<file path="config.mk">
export PLATFORM = sky130hd
export DESIGN_NAME = uart_tx_abaud
export DESIGN_NICKNAME = d
export VERILOG_FILES = /design/src/rtl/uart_tx_abaud.sv
export SDC_FILE = /design/constraint.sdc
export NUM_CORES = 1
export LEC_CHECK = 0
export BUFFER_PORTS_ARGS = -buffer_cell sky130_fd_sc_hd__buf_2
export CAP_MARGIN = 10
export CORE_UTILIZATION = 34
export DETAILED_ROUTE_END_ITERATION = 10
export SYNTH_ARGS = -nofsm -noshare
export SYNTH_HDL_FRONTEND = slang
export SYNTH_SLANG_ARGS = --single-unit
</file>
<file path="constraint.sdc">
create_clock -name clk -period 2.5 [get_ports clk]
set_clock_uncertainty 0.05 [all_clocks]
set_input_delay 0.25 -clock clk [delete_from_list [all_inputs] [get_ports clk]]
set_output_delay 0.25 -clock clk [all_outputs]
set_load 0.01 [all_outputs]
</file>
<file path="src/rtl/uart_tx_abaud.sv">
// 8N1 UART transmitter with programmable bit period and an on-demand 0x55
// autobaud sync character for a far-end autobaud receiver.
module uart_tx_abaud #(
  parameter int unsigned DIV_WIDTH  = 16,
  parameter int unsigned DATA_WIDTH = 8
) (
  input  logic                  clk,
  input  logic                  preset,
  input  logic [DIV_WIDTH-1:0]  brg_div,
  input  logic                  abaud_tx,
  input  logic                  tx_valid,
  input  logic [DATA_WIDTH-1:0] tx_data,
  output logic                  tx_ready,
  output logic                  busy,
  output logic                  UxTX,
  output logic                  UxTXIF
);

  localparam int unsigned BIT_W = $clog2(DATA_WIDTH);
  localparam logic [DATA_WIDTH-1:0] SYNC_CHAR = DATA_WIDTH'(8'h55);
  localparam logic [BIT_W-1:0] LAST_BIT = BIT_W'(DATA_WIDTH - 1);

  typedef enum logic [1:0] {
    IDLE  = 2'd0,
    START = 2'd1,
    DATA  = 2'd2,
    STOP  = 2'd3
  } state_e;

  state_e                state_q, state_d;
  logic [DIV_WIDTH-1:0]  div_q, div_d;
  logic [DIV_WIDTH-1:0]  baud_q, baud_d;
  logic [BIT_W-1:0]      bit_q, bit_d;
  logic [DATA_WIDTH-1:0] shift_q, shift_d;
  logic                  tx_q, tx_d;
  logic                  txif_q, txif_d;
  logic                  baud_zero;

  assign baud_zero = (baud_q == '0);

  // Next-state, counters and shift register; line level follows the next state
  always_comb begin
    state_d = state_q;
    div_d   = div_q;
    baud_d  = baud_q;
    bit_d   = bit_q;
    shift_d = shift_q;
    txif_d  = 1'b0;

    if (state_q != IDLE) begin
      baud_d = baud_zero ? div_q : baud_q - DIV_WIDTH'(1);
    end

    case (state_q)
      IDLE: begin
        if (tx_valid) begin
          div_d   = brg_div;
          baud_d  = brg_div;
          bit_d   = '0;
          shift_d = abaud_tx ? SYNC_CHAR : tx_data;
          state_d = START;
        end
      end
      START: begin
        if (baud_zero) state_d = DATA;
      end
      DATA: begin
        if (baud_zero) begin
          shift_d = shift_q >> 1;
          bit_d   = bit_q + BIT_W'(1);
          if (bit_q == LAST_BIT) state_d = STOP;
        end
      end
      STOP: begin
        if (baud_zero) begin
          state_d = IDLE;
          txif_d  = 1'b1;
        end
      end
      default: state_d = IDLE;
    endcase

    case (state_d)
      START:   tx_d = 1'b0;
      DATA:    tx_d = shift_d[0];
      default: tx_d = 1'b1;
    endcase
  end

  always_ff @(posedge clk or posedge preset) begin
    if (preset) begin
      state_q <= IDLE;
      div_q   <= '0;
      baud_q  <= '0;
      bit_q   <= '0;
      shift_q <= '0;
      tx_q    <= 1'b1;
      txif_q  <= 1'b0;
    end else begin
      state_q <= state_d;
      div_q   <= div_d;
      baud_q  <= baud_d;
      bit_q   <= bit_d;
      shift_q <= shift_d;
      tx_q    <= tx_d;
      txif_q  <= txif_d;
    end
  end

  assign UxTX     = tx_q;
  assign UxTXIF   = txif_q;
  assign busy     = (state_q != IDLE);
  assign tx_ready = (state_q == IDLE) & ~preset;

endmodule

</file>
======== After elaboration in Yosys (flattened, before gate mapping) ========
Cells that the tools add are included.
word-level totals
  register bits ........................... 47
  bits of input ports ..................... 28
  output and inout port bits .............. 4
  word-level logic and storage cells ...... 46
operators by class
  $add $sub $neg .......................... 2
  eq/ne operators ......................... 8
  mux-type cells .......................... 20
  bitwise logic cells ..................... 2
  reduce and logical (&&, ||, !) cells .... 6
operator list
  cell                   count
  $mux 16                4
  $mux 8                 3
  $logic_not 16->1       1
  $pmux 8 s2             1
  $sub 16x1->16 const B  1
  $mux 2                 5
  $pmux 2 s4             1
  $eq 2x2->1 const B     3
  $mux 3                 2
  $pmux 3 s2             1
  $eq 2x1->1 const B     2
  $ne 2x2->1 const B     2
  $reduce_bool 2->1      2
  $add 3x1->3 const B    1
  $eq 3x3->1 const B     1
  $reduce_and 3->1       1
  $logic_not 2->1        1
  $mux 1                 2
  $pmux 1 s2             1
  $reduce_and 2->1       1
  $and 1x1->1            1
  $not 1->1              1

======== Longest topological paths before layout ========
Gate-level depths: netlist of the first run.
  word-level depth ........................ 6
  mapped depth ............................ 8
  depth with buffers taken out ............ 6

======== Least setup slack after synthesis of the first run ========
No wires, ideal clock.
  path kind ............................... flip-flop to flip-flop
  from .................................... register baud_q[0]
  to ...................................... register tx_q, in the netlist UxTX
  setup time .............................. 0.089 ns
  data arrival time ....................... 2.201 ns
  data required time ...................... 2.361 ns
  slack ................................... 0.160 ns
  stages on the path, launching flop included .. 8
  buffers on the path ..................... 1
  period minus slack after synthesis ...... 2.340 ns
  cell sequence ........................... dfrtp_1 > inv_1 > ha_1 > or4b_4 > buf_6 > nor4_4 > mux2_2 > a311oi_2
between the ends
  word-level cells in the longest chain between the ends .. 5
  elaborated cells between the ends (all ways) .. 10
  those cells by class .................... eq/ne: 2; mux: 7; reduce/logical: 1
ends and longest elaborated chain
  what                                             RTL line    RTL
  from (decl)                                      32          logic [DIV_WIDTH-1:0] baud_q, baud_d;
  from (signal assigned)                           102         baud_q <= baud_d;
  $logic_not 16->1 (*)                             39          assign baud_zero = (baud_q == '0);
  $mux 2, on equally long branches                 75, 65, 68
  $pmux 2 s4                                       54          case (state_q)
  $eq 2x2->1 / $eq 2x1->1 (equally long branches)  83          case (state_d)
  $pmux 1 s2 (*)                                   83
  net tx_d                                         35          logic tx_q, tx_d;
  to (signal assigned)                             105         tx_q <= tx_d;
  to (decl)                                        35
Mark *: on every way through the listed nets, which the timed path passes. The rest lies on a longest branch. The select of a mux whose other input is x is not followed.
A chain may end at the register's enable or synchronous reset.

======== Worst setup path in the final report of the first run ========
  from .................................... register baud_q[1]
  to ...................................... register tx_q, in the netlist UxTX
The elaborated chain is that of the path after synthesis.

==> metrics.yaml, run 1 <==
pwr:
  leakagePower_nw: 1.398
  vdd_drop_max_uv: 355.0
  p_total_mw: 2.451
  power_density_mw_per_mm2: 776.3
synthesis:
  synthFlopType: "dfrtp_1"
  async_flop_share_pct: 100.0
  yosys_warnings: 0
  syn-num-nets: 298
  synth_edf_count: 0
  syn_area_mm2: 0.002718
  synth_cells: 266
  yosysUniqueCellTypes: 61
  avgSynthCellArea_um2: 10.22
  synth.yosys.seq_area_share_pct: 43.32
  ys_seq_elements: 47
die:
  fp.dieH_um: 91.41
  die_w_um: 91.41
  ios: 32
  fp.coreArea_mm2: 0.007727
  start_util_pct: 35.17
  die_area_mm2: 0.008355
  rows: 32
worst_setup_path:
  worst_path_largest_cell_delay_ns: 0.53
  cp_max_fo: 7
  critPathCaptureType: "register"
  critPathTopFamily: "simple AND/OR/NAND/NOR gates"
  start_kind: "register"
  cp_data_arrival_time_ns: 2.56
  required_ns: 2.68
  cp_num_buf_inv: 1
  slowest_stage: "or4b_4"
  cp_cell_sequence: "inv_1 > ha_1 > or4b_4 > nor4_4 > mux2_2 > a311oi_2"
  setup.worst_path.class: "register to register"
routing:
  ant_nets: 0
  num_vias: 2190
  drc: 0
  viasPerCell: 5.355
  drt_wl_total_mm: 6.397
  firstDrtPassIters: 4
  drt_iter0_drc: 163
  wl_per_cell_um: 15.64
timing:
  slew_viol_final: 0
  worstMarginPinSlew_ns: 0.5502
  hold_violations: 0
  max_freq_mhz: 419.9
  worst_slack_ns: 0.1182
  rsz0062_at_grt: "false"
  setup-tns-final_ns: 0
  maxSlewHeadroom_pct: 62.98
  setup_viol: 0
  period_minus_slack_ns: 2.382
  min_period_over_period_pct: 95.27
placed_design:
  numPortBuffers: 31
  dp_slack_ns: 0.09213
  globalplace.congestion: 0.8804
  post-dp-hpwl_mm: 4.599
status:
  status: "finished, final reports clean"
global_routing:
  grt_pass1_vias: 2205
  grt.overflow.total: 0
  antenna_found_initial: 0
  grt_use_total_pct: 16.53
  grt_max_degree: 32
  grt_pass1_wl_mm: 10.93
layout:
  fill_cells: 775
  mostFrequentLayoutCells: "46 x dfrtp_1, 31 x buf_2, 23 x nand2_1, 22 x nor2_1, 21 x mux2_2"
  layout-drive-gt1-share_pct: 31.27
  final_common_cell: "dfrtp_1"
  diodes: 0
  final_util_pct: 40.85
  area_delta_synth_final_pct: 16.16
  fin_nets: 338
clock_network:
  cts.sinks: 47
  cts_root_buf: "clkbuf_8"
  clock_latency_ns: 0.32
  ctsHtreeMaxLevel: 2
  cts-buffers-inserted: 5
  tritoncts: "done"
  clk_pin_slew_ns: 0.10
  cts_buffer_depth: 2
job:
  maxCapViolCount: 0
worst_hold_path:
  hold_class: "input pin to register"
-- final timing paths --
| kind | cells after the start | slack (ns) | endpoint | from |
|---|---|---|---|---|
| min in group asynchronous | 3 | 0.39 | div_q[6] | preset |
| max in group asynchronous | 4 | 1.23 | UxTX | preset |
| min | 3 | 0.09 | div_q[7] | brg_div[7] |
| min reg2reg | 2 | 0.44 | div_q[9] | div_q[9] |
| max reg2reg | 6 | 0.12 | UxTX | baud_q[1] |
| max | 6 | 0.12 | UxTX | baud_q[1] |
-- repair_timing --
action / in CTS / in global routing
endpoints found under the setup margin: 0 / 1
gates resized for setup: 0 / 1
hold buffers: 1 / 0
buffers inserted: 0 / 1
hold endpoints to repair: 16 / 0
-- worst register-to-register path, cell delays in order, from the launching register on --
cell,delay [ns]
dfrtp_1,0.43
inv_1,0.10
ha_1,0.16
or4b_4,0.53
nor4_4,0.38
mux2_2,0.40
a311oi_2,0.26
-- stage by stage --
stage,cells,hold slack [ns],area (um^2)
floorplan,266,0.3054,2718
global placement,399,0.2093,3045
detailed placement,399,0.2048,3045
CTS,408,0.09650,3149
global route,409,0.1065,3157
finish,409,0.09404,3157
-- final cells by class --
cell class              count  area, um^2  share of cell area, %
inverters                   8       30.03                 0.9512
clock inverters             3       25.02                 0.7927
multi-input cells         192        1413                  44.75
repair buffers             52       315.3                  9.988
clock buffers               5       68.82                  2.180
well taps                 102       127.6                  4.043
flip-flops and latches     47        1177                  37.30
-- per-layer routing --
layer,GRT usage [%],vias up,routed length [um]
met5,0,-,0
met4,5.952,0,115
met3,2.764,10,206
met2,26.57,35,2994
met1,22.33,1080,3081
li1,-,1065,-
-- power by group --
group          leakage, nW  internal [mW]  total, mW  switching, mW
Combinational        0.778          0.417      0.851          0.434
Clock               0.0443          0.200      0.491          0.290
Sequential           0.576          0.927       1.11          0.183
-- sequential cells by signal (all words and copies together) (netlist names) --
register and cells:
UxTX 1, shift_q 8, baud_q 16, bit_q 3
UxTXIF 1, div_q 16, state_q 2
-- Yosys cell counts, types with 2 or more instances --
cell type | count | area [um^2]
dfrtp_1 | 46 | 1151
nand2_1 | 23 | 86.33
nor2_1 | 22 | 82.58
mux2_2 | 21 | 236.5
mux2i_1 | 16 | 160.2
clkbuf_1 | 11 | 41.29
o21ai_0 | 9 | 45.04
inv_1 | 8 | 30.03
nor3_1 | 7 | 35.03
o22ai_1 | 7 | 43.79
a221o_1 | 6 | 60.06
a21oi_1 | 5 | 25.02
nor4_1 | 5 | 31.28
ha_1 | 4 | 50.05
nor3b_1 | 4 | 30.03
buf_6 | 3 | 33.78
nand3_1 | 3 | 15.01
nand4_1 | 3 | 18.77
nor4b_1 | 3 | 26.28
o32ai_1 | 3 | 26.28
or3_1 | 3 | 18.77
or4_1 | 3 | 22.52
a211oi_1 | 2 | 15.01
a31o_2 | 2 | 17.52
a31oi_1 | 2 | 12.51
buf_1 | 2 | 7.510
buf_2 | 2 | 10.01
nor2b_1 | 2 | 12.51
nor3_2 | 2 | 20.02
o211ai_1 | 2 | 15.01
o31a_1 | 2 | 17.52
o31ai_1 | 2 | 15.01
xnor2_1 | 2 | 17.52
xor2_1 | 2 | 17.52
-- kinds of logic (layout without fill, tap and decap cells) --
kind of cell	count (synthesis)	after routing	share of synthesized area [%]
adders and majority gates	4	4	1.842
and+or+nand+nor	89	89	17.96
AOI/OAI and AO/OA	58	58	16.30
DFF	47	47	43.32
xor gates and xnor gates	4	4	1.289
muxes	37	37	14.59
buffers and inverters	27	68	4.696
Note: power is estimated with default switching activity, not from simulation.
==> run 2: changes to the inputs <==
- HOLD_SLACK_MARGIN: not set -> 0.1
==> metrics.yaml, run 2 (same netlist as run 1, synthesis figures left out) <==
worst_setup_path:
  ff2ff_path_depth: 6  # unchanged
  r2r_slack_ns: 0.12  # about the same
  cp_max_fo: 7  # unchanged
  required_ns: 2.68  # about the same
  critPathCaptureType: "register"  # unchanged
  setup.worst_path.class: "register to register"  # unchanged
  r2r_end: "UxTX"  # unchanged
  r2r_start: "baud_q[1]"  # unchanged
  start_kind: "register"  # unchanged
  cp_data_arrival_time_ns: 2.56  # about the same
worst_hold_path:
  hold_class: "input pin to register"  # unchanged
  whs_path_depth: 2  # was 3
  min_from: "brg_div[12]"  # was brg_div[7]
  worstHoldEndpoint: "div_q[12]"  # was div_q[7]
routing:
  viasPerCell: 5.359  # was 5.355
  num_vias: 2197  # was 2190
  firstDrtPassIters: 4  # unchanged
  ant_nets: 0  # unchanged
  drt_iter0_drc: 158  # was 163
  wl_per_cell_um: 15.55  # was 15.64 um
  drc: 0  # unchanged
  drt_wl_total_mm: 6.377  # was 6.397 mm
placed_design:
  globalplace.congestion: 0.8804  # unchanged
  numPortBuffers: 31  # unchanged
  post-dp-hpwl_mm: 4.599  # unchanged
  dp_slack_ns: 0.09213  # unchanged
global_routing:
  grt_use_total_pct: 16.51  # was 16.53%
  grt_pass1_vias: 2199  # was 2205
  grtUsageMet1_pct: 22.27  # was 22.33%
  grt_use_met2_pct: 26.57  # unchanged
  grt_pass1_wl_mm: 10.92  # was 10.93 mm
  grt_max_degree: 32  # unchanged
  top_usage_layer: "met2"  # unchanged
  antenna_found_initial: 0  # unchanged
  grt.overflow.total: 0  # unchanged
  grt_util_met3_pct: 2.764  # unchanged
timing:
  slew_viol_final: 0  # unchanged
  worst_slack_ns: 0.1190  # was 0.1182 ns
  max_freq_mhz: 420.0  # was 419.9 MHz
  setup_viol: 0  # unchanged
  period_minus_slack_ns: 2.381  # was 2.382 ns
  min_period_over_period_pct: 95.24  # was 95.27%
  rsz0062_at_grt: "false"  # unchanged
  worstMarginPinSlew_ns: 0.5467  # was 0.5502 ns
  maxSlewHeadroom_pct: 63.22  # was 62.98%
  hold_violations: 0  # unchanged
  setup-tns-final_ns: 0  # unchanged
pwr:
  leakagePower_nw: 1.403  # was 1.398 nW
  p_total_mw: 2.451  # about the same
  power_density_mw_per_mm2: 773.8  # was 776.3 mW/mm^2
  vdd_drop_max_uv: 355.0  # about the same
die:
  ios: 32  # unchanged
  fp.coreArea_mm2: 0.007727  # unchanged
  fp.dieH_um: 91.41  # unchanged
  die_area_mm2: 0.008355  # unchanged
  rows: 32  # unchanged
  die_w_um: 91.41  # unchanged
  start_util_pct: 35.17  # unchanged
layout:
  fin_nets: 339  # was 338
  fill_cells: 776  # was 775
  diodes: 0  # unchanged
  area_delta_synth_final_pct: 16.53  # was 16.16%
  multi_input_area_mm2: 0.001413  # unchanged
  final_common_cell: "dfrtp_1"  # unchanged
  mostFrequentLayoutCells: "46 x dfrtp_1, 31 x buf_2, 23 x nand2_1, 22 x nor2_1, 21 x mux2_2"  # unchanged
  final_util_pct: 40.98  # was 40.85%
  final-seq-area_mm2: 0.001177  # unchanged
  reg_top3: "baud_q (16), div_q (16), shift_q (8)"  # unchanged
  layout-drive-gt1-share_pct: 31.17  # was 31.27%
clock_network:
  cts_root_buf: "clkbuf_8"  # unchanged
  cts.sinks: 47  # unchanged
  cts_buffer_depth: 2  # unchanged
  clk_pin_slew_ns: 0.10  # about the same
  clock_latency_ns: 0.32  # about the same
  ctsHtreeMaxLevel: 2  # unchanged
  cts-buffers-inserted: 5  # unchanged
  tritoncts: "done"  # unchanged
job:
  maxCapViolCount: 0  # unchanged
status:
  status: "finished, final reports clean"  # unchanged
==> run 2: timing repair <==
item,CTS,global route
setup endpoints to repair,0,1
buffers inserted,0,1
hold endpoints to repair,17,0
hold buffers,2,0
gates resized for setup,0,1
==> run 2: stage by stage <==
step | hold WS [ns] | instance area (um^2) | std cells
floorplan | 0.3054 | 2718 | 266
global placement | 0.2093 | 3045 | 399
detailed placement | 0.2048 | 3045 | 399
CTS | 0.1185 | 3159 | 409
global route | 0.1237 | 3167 | 410
finish | 0.1251 | 3167 | 410
==> run 2: layer usage <==
layer  wire, um  vias to the layer above  part of all wire, %
met5          0                        -                    0
met4        115                        0                  1.8
met3        199                       10                  3.1
met2       2977                       33                   47
met1       3085                     1086                   48
li1           -                     1068                    -
==> run 2: worst max path at each step <==
stage | from | end | cells after the start
after floorplan | baud_q[0] | UxTX | 7
after global placement | baud_q[0] | UxTX | 6
after detailed placement | baud_q[0] | UxTX | 6
after CTS | baud_q[0] | UxTX | 6
after global routing | baud_q[1] | UxTX | 6
final | baud_q[1] | UxTX | 6
==> run 2: critical path, stage by stage (launching register included) <==
cell and delay [ns]:
dfrtp_1 0.43, inv_1 0.10, ha_1 0.16, or4b_4 0.53, nor4_4 0.38, mux2_2 0.40, a311oi_2 0.26
==> run 2: power breakdown <==
group | leakage (nW) | switching [mW] | internal, mW
registers | 0.576 | 0.183 | 0.927
logic | 0.782 | 0.434 | 0.418
clock network | 0.0443 | 0.289 | 0.200
==> run 2: layout make-up <==
class / instances / share of cell area [%]
Clock buffer: 5 / 2.173
Clock inverter: 3 / 0.7902
Inverter: 8 / 0.9482
Multi-Input combinational cell: 192 / 44.61
Sequential cell: 47 / 37.18
Tap cell: 102 / 4.030
Timing Repair Buffer: 53 / 10.27
